## src/rtl/mem_arbiter.sv

```systemverilog
// Three-port arbiter (loader, instruction fetch, data) in front of one synchronous single-port memory.
// Latency: the grant is combinational in an IDLE cycle. Read data and rvalid follow in the next (BUSY) cycle.
// Backpressure: a requester holds req until it sees its gnt. At most one grant is issued every two cycles.
//
// Ports:
//   clk_i, rst_i                  clock, synchronous active-high reset
//   ld_*_i / ld_gnt_o, ld_rvalid_o loader port; always wins while it requests
//   if_*_i / if_gnt_o, if_rvalid_o instruction-fetch port, read-only
//   dm_*_i / dm_gnt_o, dm_rvalid_o data port
//   rdata_o, err_o                shared read data, and a pulse for an access that was misaligned or out of range
//   mem_en_o, mem_we_o, mem_addr_o, mem_wdata_o, mem_rdata_i   memory side
module mem_arbiter #(
    parameter int ADDR_W = 10
) (
    input  logic              clk_i,
    input  logic              rst_i,

    input  logic              ld_req_i,
    input  logic              ld_we_i,
    input  logic [31:0]       ld_addr_i,
    input  logic [31:0]       ld_wdata_i,
    output logic              ld_gnt_o,
    output logic              ld_rvalid_o,

    input  logic              if_req_i,
    input  logic [31:0]       if_addr_i,
    output logic              if_gnt_o,
    output logic              if_rvalid_o,

    input  logic              dm_req_i,
    input  logic              dm_we_i,
    input  logic [31:0]       dm_addr_i,
    input  logic [31:0]       dm_wdata_i,
    output logic              dm_gnt_o,
    output logic              dm_rvalid_o,

    output logic [31:0]       rdata_o,
    output logic              err_o,

    output logic              mem_en_o,
    output logic              mem_we_o,
    output logic [ADDR_W-1:0] mem_addr_o,
    output logic [31:0]       mem_wdata_o,
    input  logic [31:0]       mem_rdata_i
);

    typedef enum logic {
        ST_IDLE,
        ST_BUSY
    } state_e;

    typedef enum logic [1:0] {
        SRC_NONE,
        SRC_LD,
        SRC_IF,
        SRC_DM
    } src_e;

    state_e      state_q, state_d;
    // Set means the data port was served most recently, so fetch wins the next if/dm tie.
    logic        last_dm_q, last_dm_d;

    // Response owed in the BUSY cycle that follows a grant.
    logic        rsp_vld_q, rsp_vld_d;
    src_e        rsp_src_q, rsp_src_d;
    logic        rsp_ok_q,  rsp_ok_d;
    logic        err_q,     err_d;

    src_e        win;
    logic [31:0] win_addr;
    logic [31:0] win_wdata;
    logic        win_we;
    logic        win_ok;

    // Winner selection. Arbitration happens only in IDLE and never during reset.
    always_comb begin
        win = SRC_NONE;
        if (!rst_i && state_q == ST_IDLE) begin
            if (ld_req_i) begin
                win = SRC_LD;
            end else if (if_req_i && dm_req_i) begin
                win = last_dm_q ? SRC_IF : SRC_DM;
            end else if (if_req_i) begin
                win = SRC_IF;
            end else if (dm_req_i) begin
                win = SRC_DM;
            end
        end
    end

    // Mux the winner's request fields. The fetch port never writes.
    always_comb begin
        win_addr  = '0;
        win_wdata = '0;
        win_we    = 1'b0;
        case (win)
            SRC_LD: begin
                win_addr  = ld_addr_i;
                win_wdata = ld_wdata_i;
                win_we    = ld_we_i;
            end
            SRC_IF: begin
                win_addr  = if_addr_i;
            end
            SRC_DM: begin
                win_addr  = dm_addr_i;
                win_wdata = dm_wdata_i;
                win_we    = dm_we_i;
            end
            default: ;
        endcase
    end

    // An access must be word aligned and must fall inside the 2^ADDR_W word window.
    assign win_ok = (win_addr[1:0] == 2'b00) && (win_addr[31:ADDR_W+2] == '0);

    // Grant and memory strobes are combinational in the winning cycle.
    always_comb begin
        ld_gnt_o    = (win == SRC_LD);
        if_gnt_o    = (win == SRC_IF);
        dm_gnt_o    = (win == SRC_DM);
        mem_en_o    = (win != SRC_NONE) && win_ok;
        mem_we_o    = mem_en_o && win_we;
        mem_addr_o  = mem_en_o ? win_addr[ADDR_W+1:2] : '0;
        mem_wdata_o = mem_we_o ? win_wdata : '0;
    end

    // Next-state logic and the response bookkeeping for the following cycle.
    always_comb begin
        state_d   = state_q;
        last_dm_d = last_dm_q;
        rsp_vld_d = 1'b0;
        rsp_src_d = SRC_NONE;
        rsp_ok_d  = 1'b0;
        err_d     = 1'b0;

        case (state_q)
            ST_IDLE: begin
                if (win != SRC_NONE) begin
                    state_d = ST_BUSY;
                end
            end
            ST_BUSY: begin
                state_d = ST_IDLE;
            end
            default: begin
                state_d = ST_IDLE;
            end
        endcase

        if (win != SRC_NONE) begin
            // A write completes at grant. Only a read owes an rvalid, and a bad read returns zero data.
            rsp_vld_d = !win_we;
            rsp_src_d = win;
            rsp_ok_d  = win_ok;
            err_d     = !win_ok;
        end

        // Loader grants leave the round-robin pointer untouched.
        if (win == SRC_IF) begin
            last_dm_d = 1'b0;
        end else if (win == SRC_DM) begin
            last_dm_d = 1'b1;
        end
    end

    always_ff @(posedge clk_i) begin
        if (rst_i) begin
            state_q   <= ST_IDLE;
            last_dm_q <= 1'b0;
            rsp_vld_q <= 1'b0;
            rsp_src_q <= SRC_NONE;
            rsp_ok_q  <= 1'b0;
            err_q     <= 1'b0;
        end else begin
            state_q   <= state_d;
            last_dm_q <= last_dm_d;
            rsp_vld_q <= rsp_vld_d;
            rsp_src_q <= rsp_src_d;
            rsp_ok_q  <= rsp_ok_d;
            err_q     <= err_d;
        end
    end

    // The response flops are masked while reset is high. This makes a reset that lands in BUSY
    // discard the owed rvalid/err in that same cycle rather than one cycle later.
    assign ld_rvalid_o = !rst_i && rsp_vld_q && (rsp_src_q == SRC_LD);
    assign if_rvalid_o = !rst_i && rsp_vld_q && (rsp_src_q == SRC_IF);
    assign dm_rvalid_o = !rst_i && rsp_vld_q && (rsp_src_q == SRC_DM);
    assign err_o       = !rst_i && err_q;
    // The memory returns data one cycle after the read strobe, so rdata is steered rather than registered.
    assign rdata_o     = (!rst_i && rsp_vld_q && rsp_ok_q) ? mem_rdata_i : '0;

endmodule

```

## config.mk

```make
export PLATFORM = sky130hd
export DESIGN_NAME = mem_arbiter
export DESIGN_NICKNAME = d
export VERILOG_FILES = /design/src/rtl/mem_arbiter.sv
export SDC_FILE = /design/constraint.sdc
export NUM_CORES = 1
export LEC_CHECK = 0
export CELL_PAD_IN_SITES_DETAIL_PLACEMENT = 1
export CELL_PAD_IN_SITES_GLOBAL_PLACEMENT = 2
export CORE_AREA = 3 3 127 129
export CTS_CLUSTER_SIZE = 28
export DETAILED_ROUTE_END_ITERATION = 16
export DIE_AREA = 0 0 130 132
export GPL_TIMING_DRIVEN = 0
export HOLD_SLACK_MARGIN = 0.03
export PLACE_DENSITY_LB_ADDON = 0.1
export REMOVE_ABC_BUFFERS = 1
export SLEW_MARGIN = 20
export SYNTH_ARGS = -nofsm -noshare
export SYNTH_HDL_FRONTEND = slang
export SYNTH_SLANG_ARGS = --single-unit
```

## constraint.sdc

```tcl
create_clock -name clk_i -period 5.4 [get_ports clk_i]
set_input_delay 1.08 -clock clk_i [delete_from_list [all_inputs] [get_ports clk_i]]
set_output_delay 1.08 -clock clk_i [all_outputs]
set_load 0.02 [all_outputs]
```

==> out/qor.yml, run 1 <==
final_layout:
  area_growth_pct: 204.8
  drive_above_1_share_pct: 5.133
  nFillCells: 1764
  multi_input_area_mm2: 0.001247
  nNetsFinal: 687
  regArea_um2: 140.1
  antennaDiodeCount: 0
  layout.cells.non_filler: 675
routing:
  vias: 2926
  wl_per_cell_um: 17.63
  firstDrtPassIters: 5
  drc: 0
  via_per_inst: 4.335
  first_iter_violations: 74
  detail_route.wirelength_um: 11900
  antenna_left: 0
worst_hold_path:
  holdPathStages: 2
  hp-start: "last_dm_q"
  worstHoldEndpoint: "last_dm_q"
  hp-class: "register to register"
timing:
  slew_viol_final: 0
  worstMarginPinSlew_ps: 902.6
  finalCriticalPeriod_ps: 5073
  finClkSkew_ps: 2.591
  fin_ws_ps: 326.9
  fin_crit_sh_pct: 93.95
  max-slew-margin-rel_pct: 39.83
  rsz0062_at_grt: "false"
  max_freq_mhz: 197.1
  finalHoldViolCount: 0
  final-setup-viol-count: 0
critical_path:
  path_max_fanout: 19
  rr_startpoint: "last_dm_q"
  worstPathRequired_ps: 4320
  crit_type: "input port to output pin"
  reg2reg_slack_ps: 3580
  start_kind: "input port"
  critPathArrivalTime_ps: 3990
  critPathCaptureType: "output pin"
  r2r_cells: 4
  timing.rr.end: "rsp_ok_q"
synth:
  synth-simple-area-share_pct: 53.48
  synth_top_area_share_pct: 20.28
  synth_warnings: 0
  synthTopCellsByArea: "and3_1 (20%), a22oi_1 (16%), dfxtp_1 (9.3%)"
  ys_ff_latch: 7
  syn_area_mm2: 0.001511
  synthFlopType: "dfxtp_1"
  synth_fa_ha_area_share_pct: 0
  avgSynthCellArea_um2: 6.902
  synthCells: 219
  ys_seq_area_share_pct: 9.272
  synth_top_family_by_area: "simple AND/OR/NAND/NOR gates"
  synth_edf_count: 0
  synth-async-reset-ratio_pct: 0
  synth_cell_types: 35
  yosys.area.top_type: "and3_1"
  synth_xor_area_share_pct: 0
  muxShareOfSynthArea_pct: 0
  yosys-top-cells-count: "and3_1 (49), a22oi_1 (32), nor3_1 (24)"
  synth-compound-area-share_pct: 28.81
  yosysMostFrequentCell: "and3_1"
floorplanning:
  die_w_um: 130
  die_h_um: 132
  ioPinCount: 282
  start_util_pct: 9.979
  core_area_mm2: 0.01515
  row_count: 45
  dieArea_mm2: 0.01716
placement:
  dp.cells: 670
  dp_hpwl_um: 10220
  dp_slack_ps: -315.1
  place.gp.congestion: 0.7104
  portBuffers: 281
clocking:
  clock_path_buffers: 2
  clock_sink_count: 7
  cts_tree: "built"
  clkTransAtPathRegs_ps: 40
  numCtsBuffers: 3
  cts_root_buf: "clkbuf_16"
  cts_resized: 0
  htree_levels: 1
  clkLatencyLatePin_ps: 230
global_routing:
  grt_pass1_vias: 3098
  grt_pass1_wl_um: 17050
  overflow: 0
  antenna_found_initial: 0
  grt_start_max_net_pins: 33
  grt_use_total_pct: 12.57
power:
  leakage_nw: 1.696
  p_per_area_mw_per_mm2: 97.39
  ir_worst_vdd_mv: 0.06998
flow_run:
  drv_cap: 0
status:
  status: "complete, no violations"
==> per-layer routing <==
layer	wire, µm	GRT usage (%)	vias to the layer above	part of all wire (%)
met5	0	0	-	0
met2	5992	23.72	180	50
met1	4303	13.01	1323	36
met4	66	1.905	0	0.55
met3	1541	5.267	4	13
li1	-	-	1419	-
==> how the worst max path moves through the flow <==
stage / cells after the start / end / startpoint
6_report: 8 / mem_wdata_o[21] / rst_i
5_1_grt: 8 / mem_wdata_o[28] / rst_i
4_1_cts: 8 / mem_wdata_o[21] / rst_i
3_5_place_dp: 8 / mem_wdata_o[21] / rst_i
3_3_place_gp: 7 / mem_wdata_o[21] / rst_i
2_1_floorplan: 5 / mem_wdata_o[0] / ld_req_i
==> what timing repair did <==
action                                  in CTS  in global routing
endpoints found under the setup margin      19                  0
hold buffers                                 0                  0
hold endpoints to repair                     0                  0
setup buffers                                1                  0
==> kinds of logic after synthesis <==
group                  Yosys count
DFF                              7
and+or+nand+nor                136
AOI/OAI and AO/OA               50
buffers and inverters           26
==> cell usage in the layout, fill, tap and decap left out, drive strengths merged <==
master	n
clkdlybuf4s50	281
or3	1
inv	2
buf	7
a22oi	32
a222oi	10
a21bo	1
nor3	25
and3b	1
clkbuf	3
a21boi	1
a32oi	1
nor2	23
or4	1
and3	49
nor3b	1
a31oi	1
and2	3
nand2b	1
o21a	1
nand4	4
dfxtp	7
o41ai	1
clkinv	1
nand3	4
nor4	18
nor2b	2
o311ai	1
o211ai	1
nand2	3
==> report_power, final <==
part | total [W] | internal (W) | switching, W | leakage [nW]
Clock | 0.000127 | 0.0000972 | 0.0000294 | 0.0409
Combinational | 0.000259 | 0.000170 | 0.0000892 | 1.60
Sequential | 0.0000631 | 0.0000565 | 0.00000668 | 0.0582
==> worst max-delay path, stage by stage <==
cell             delay (ps)
clkdlybuf4s50_1         580
nor3b_4                 280
buf_6                   210
a32oi_2                 250
a31oi_1                 390
nand4_4                 320
nor2_1                  200
clkdlybuf4s50_1         660
==> final cells by class <==
class,instances,share of cell area (%)
timing repair buffer,288,62.87
tap,188,5.106
clock buffer,3,1.630
clock inverter,1,0.1086
multi-input combinational,186,27.08
inverter,2,0.1630
sequential,7,3.042
==> registers in the layout, indices dropped and copies added, names as in the netlist <==
signal	count
rsp_ok_q	1
rsp_vld_q	1
last_dm_q	1
err_q	1
state_q	1
rsp_src_q	2
==> per-stage QoR <==
stage / cell area [µm²] / setup TNS (ps) / total power (W) / util, % / hold WS [ps]
2_1_floorplan: 1391 / 0 / 0.0001289 / - / 500.0
3_3_place_gp: 4439 / -44540 / 0.0003165 / 29.31 / 522.3
3_5_place_dp: 4519 / -4981 / 0.0003257 / 29.84 / 544.0
4_1_cts: 4607 / 0 / 0.0004562 / 30.42 / 549.4
5_1_grt: 4607 / 0 / 0.0004746 / 30.42 / 580.2
6_report: 4607 / 0 / 0.0004487 / 30.42 / 537.9
Power figures use the tool's default switching activity.
==> run 2: changes to the inputs <==
CELL_PAD_IN_SITES_DETAIL_PLACEMENT = 2   (was 1)
==> out/qor.yml, run 2 (synthesized netlist as in run 1, its figures left out) <==
global_routing:
  grt_pass1_vias: 3272  # +5.6%
  grt_use_total_pct: 13.69  # +1.1 points
  antenna_found_initial: 0  # unchanged
  grt_pass1_wl_um: 18610  # +9.2%
  overflow: 0  # unchanged
  grt_start_max_net_pins: 33  # unchanged
floorplanning:
  die_w_um: 130  # unchanged
  dieArea_mm2: 0.01716  # unchanged
  die_h_um: 132  # unchanged
  start_util_pct: 9.979  # unchanged
  ioPinCount: 282  # unchanged
  core_area_mm2: 0.01515  # unchanged
  row_count: 45  # unchanged
routing:
  drc: 0  # unchanged
  detail_route.wirelength_um: 12940  # +8.7%
  first_iter_violations: 77  # +4.1%
  firstDrtPassIters: 8  # +3
  antenna_left: 0  # unchanged
  via_per_inst: 4.449  # +2.6%
  vias: 3003  # +2.6%
  wl_per_cell_um: 19.17  # +8.7%
clocking:
  clock_sink_count: 7  # unchanged
  cts_root_buf: "clkbuf_16"
  clkTransAtPathRegs_ps: 40  # about the same
  cts_tree: "built"
  clock_path_buffers: 2  # unchanged
  numCtsBuffers: 3  # unchanged
  clkLatencyLatePin_ps: 230  # about the same
  htree_levels: 1  # unchanged
critical_path:
  path_max_fanout: 19  # unchanged
  worstPathRequired_ps: 4320  # about the same
  slowest_delay_ps: 650  # about the same
  cp_common_cell: "clkdlybuf4s50_1"
  critPathArrivalTime_ps: 4070  # +80 ps
  reg2reg_slack_ps: 3520  # -60 ps
  cp_slowest_cell: "clkdlybuf4s50_1"
  crit_type: "input port to output pin"
  critPathCaptureType: "output pin"
  path_cells: "clkdlybuf4s50_1 -> nor3b_4 -> buf_6 -> a32oi_2 -> a31oi_1 -> nand4_4 -> nor2_1 -> clkdlybuf4s50_1"
  start_kind: "input port"
  r2r_cells: 4  # unchanged
placement:
  place.gp.congestion: 0.7104  # unchanged
  dpl_cell_area_mm2: 0.004519  # unchanged
  portBuffers: 281  # unchanged
  dp_hpwl_um: 11080  # +8.4%
  dp_slack_ps: -317.8  # -2.619 ps
final_layout:
  area_growth_pct: 204.8  # unchanged
  largest_reg_flops: 2  # unchanged
  multi_input_area_mm2: 0.001247  # unchanged
  nFillCells: 1757  # -0.40%
  design_area_mm2: 0.004607  # unchanged
  drive_above_1_share_pct: 5.133  # unchanged
  regArea_um2: 140.1  # unchanged
  antennaDiodeCount: 0  # unchanged
  largest-register: "rsp_src_q"
  nNetsFinal: 687  # unchanged
  final_cell_mix: "clkdlybuf4s50_1 (281), and3_1 (49), a22oi_1 (32)"
  final_common_cell: "clkdlybuf4s50_1"
timing:
  fin_crit_sh_pct: 95.31  # +1.4 points
  finalCriticalPeriod_ps: 5147  # +73.95 ps
  max-slew-margin-rel_pct: 38.91  # -0.92 points
  worstMarginPinSlew_ps: 916.3  # +13.74 ps
  finalHoldViolCount: 0  # unchanged
  fin_ws_ps: 253.0  # -73.95 ps
  max_freq_mhz: 194.3  # -1.4%
  rsz0062_at_grt: "false"
  slew_viol_final: 0  # unchanged
  finClkSkew_ps: 4.681  # +2.090 ps
  final-setup-viol-count: 0  # unchanged
power:
  ir_worst_vdd_mv: 0.07539  # +7.7%
  pwr-share-clk_pct: 28.0  # -0.2 points
  power_switching_w: 0.0001286  # +2.6%
  seqPwrFrac_pct: 14.1  # about the same
  leakage_nw: 1.696  # unchanged
  power_frac_comb_pct: 57.9  # +0.2 points
  p_per_area_mw_per_mm2: 98.15  # +0.78%
  netSwitchingFraction_pct: 28.45  # +0.52 points
  p_int_w: 0.0003235  # about the same
flow_run:
  drv_cap: 0  # unchanged
status:
  status: "complete, no violations"
worst_hold_path:
  holdPathStages: 2  # unchanged
  hp-class: "register to register"
## run 2: cell counts in the layout (fill, tap and decap cells not counted)
No cell type changed its count.
## run 2: cell type report
type / instances / area share [%]
multi-input cells: 186 / 27.08
well taps: 188 / 5.106
clock inverters: 1 / 0.1086
clock buffers: 3 / 1.630
flip-flops and latches: 7 / 3.042
inverters: 2 / 0.1630
repair buffers: 288 / 62.87
## run 2: stage by stage
step	power, W	utilization (%)	hold WS [ps]	setup TNS [ps]	cells
finish	0.0004522	30.42	553.7	0	675
global route	0.0004782	30.42	591.1	0	675
CTS	0.0004578	30.42	560.0	0	675
detailed placement	0.0003287	29.84	548.0	-5176	670
global placement	0.0003165	29.31	522.3	-44540	664
floorplan	0.0001289	-	500.0	0	195
## run 2: path summary, 6_finish.rpt
kind	endpoint	startpoint
worst min register to register	last_dm_q	last_dm_q
worst max-delay path	mem_wdata_o[3]	rst_i
worst min-delay path	last_dm_q	last_dm_q
worst max register to register	rsp_ok_q	last_dm_q
## run 2: timing repair
item	in CTS	in global routing
hold buffers	0	0
buffers inserted	1	0
resized for setup	0	0
setup endpoints to repair	19	0
## run 2: power by group through the flow
stage | logic, W | registers [W] | clock network [W]
2_1_floorplan | 0.0000673 | 0.0000615 | 0
3_3_place_gp | 0.000252 | 0.0000641 | 0
3_5_place_dp | 0.000264 | 0.0000645 | 0
4_1_cts | 0.000266 | 0.0000638 | 0.000128
5_1_grt | 0.000281 | 0.0000650 | 0.000132
6_report | 0.000262 | 0.0000636 | 0.000127
## run 2: worst max-delay path: cells and delay by family
family          cells  cell delay, ps
simple gates        3             860
buf+inv             3            1450
compound gates      2             650
## run 2: routing by layer
metal | GRT usage (%) | routed length (µm)
met2 | 25.42 | 6459
met1 | 14.24 | 4733
met3 | 6.605 | 1702
met5 | 0 | 0
met4 | 1.559 | 48
==> run 3: changes to the inputs <==
ABC_CLOCK_PERIOD_IN_PS = 5400   (was unset)
==> results of run 3 <==
The final DEF is identical to that of run 2; final timing and power are the same.
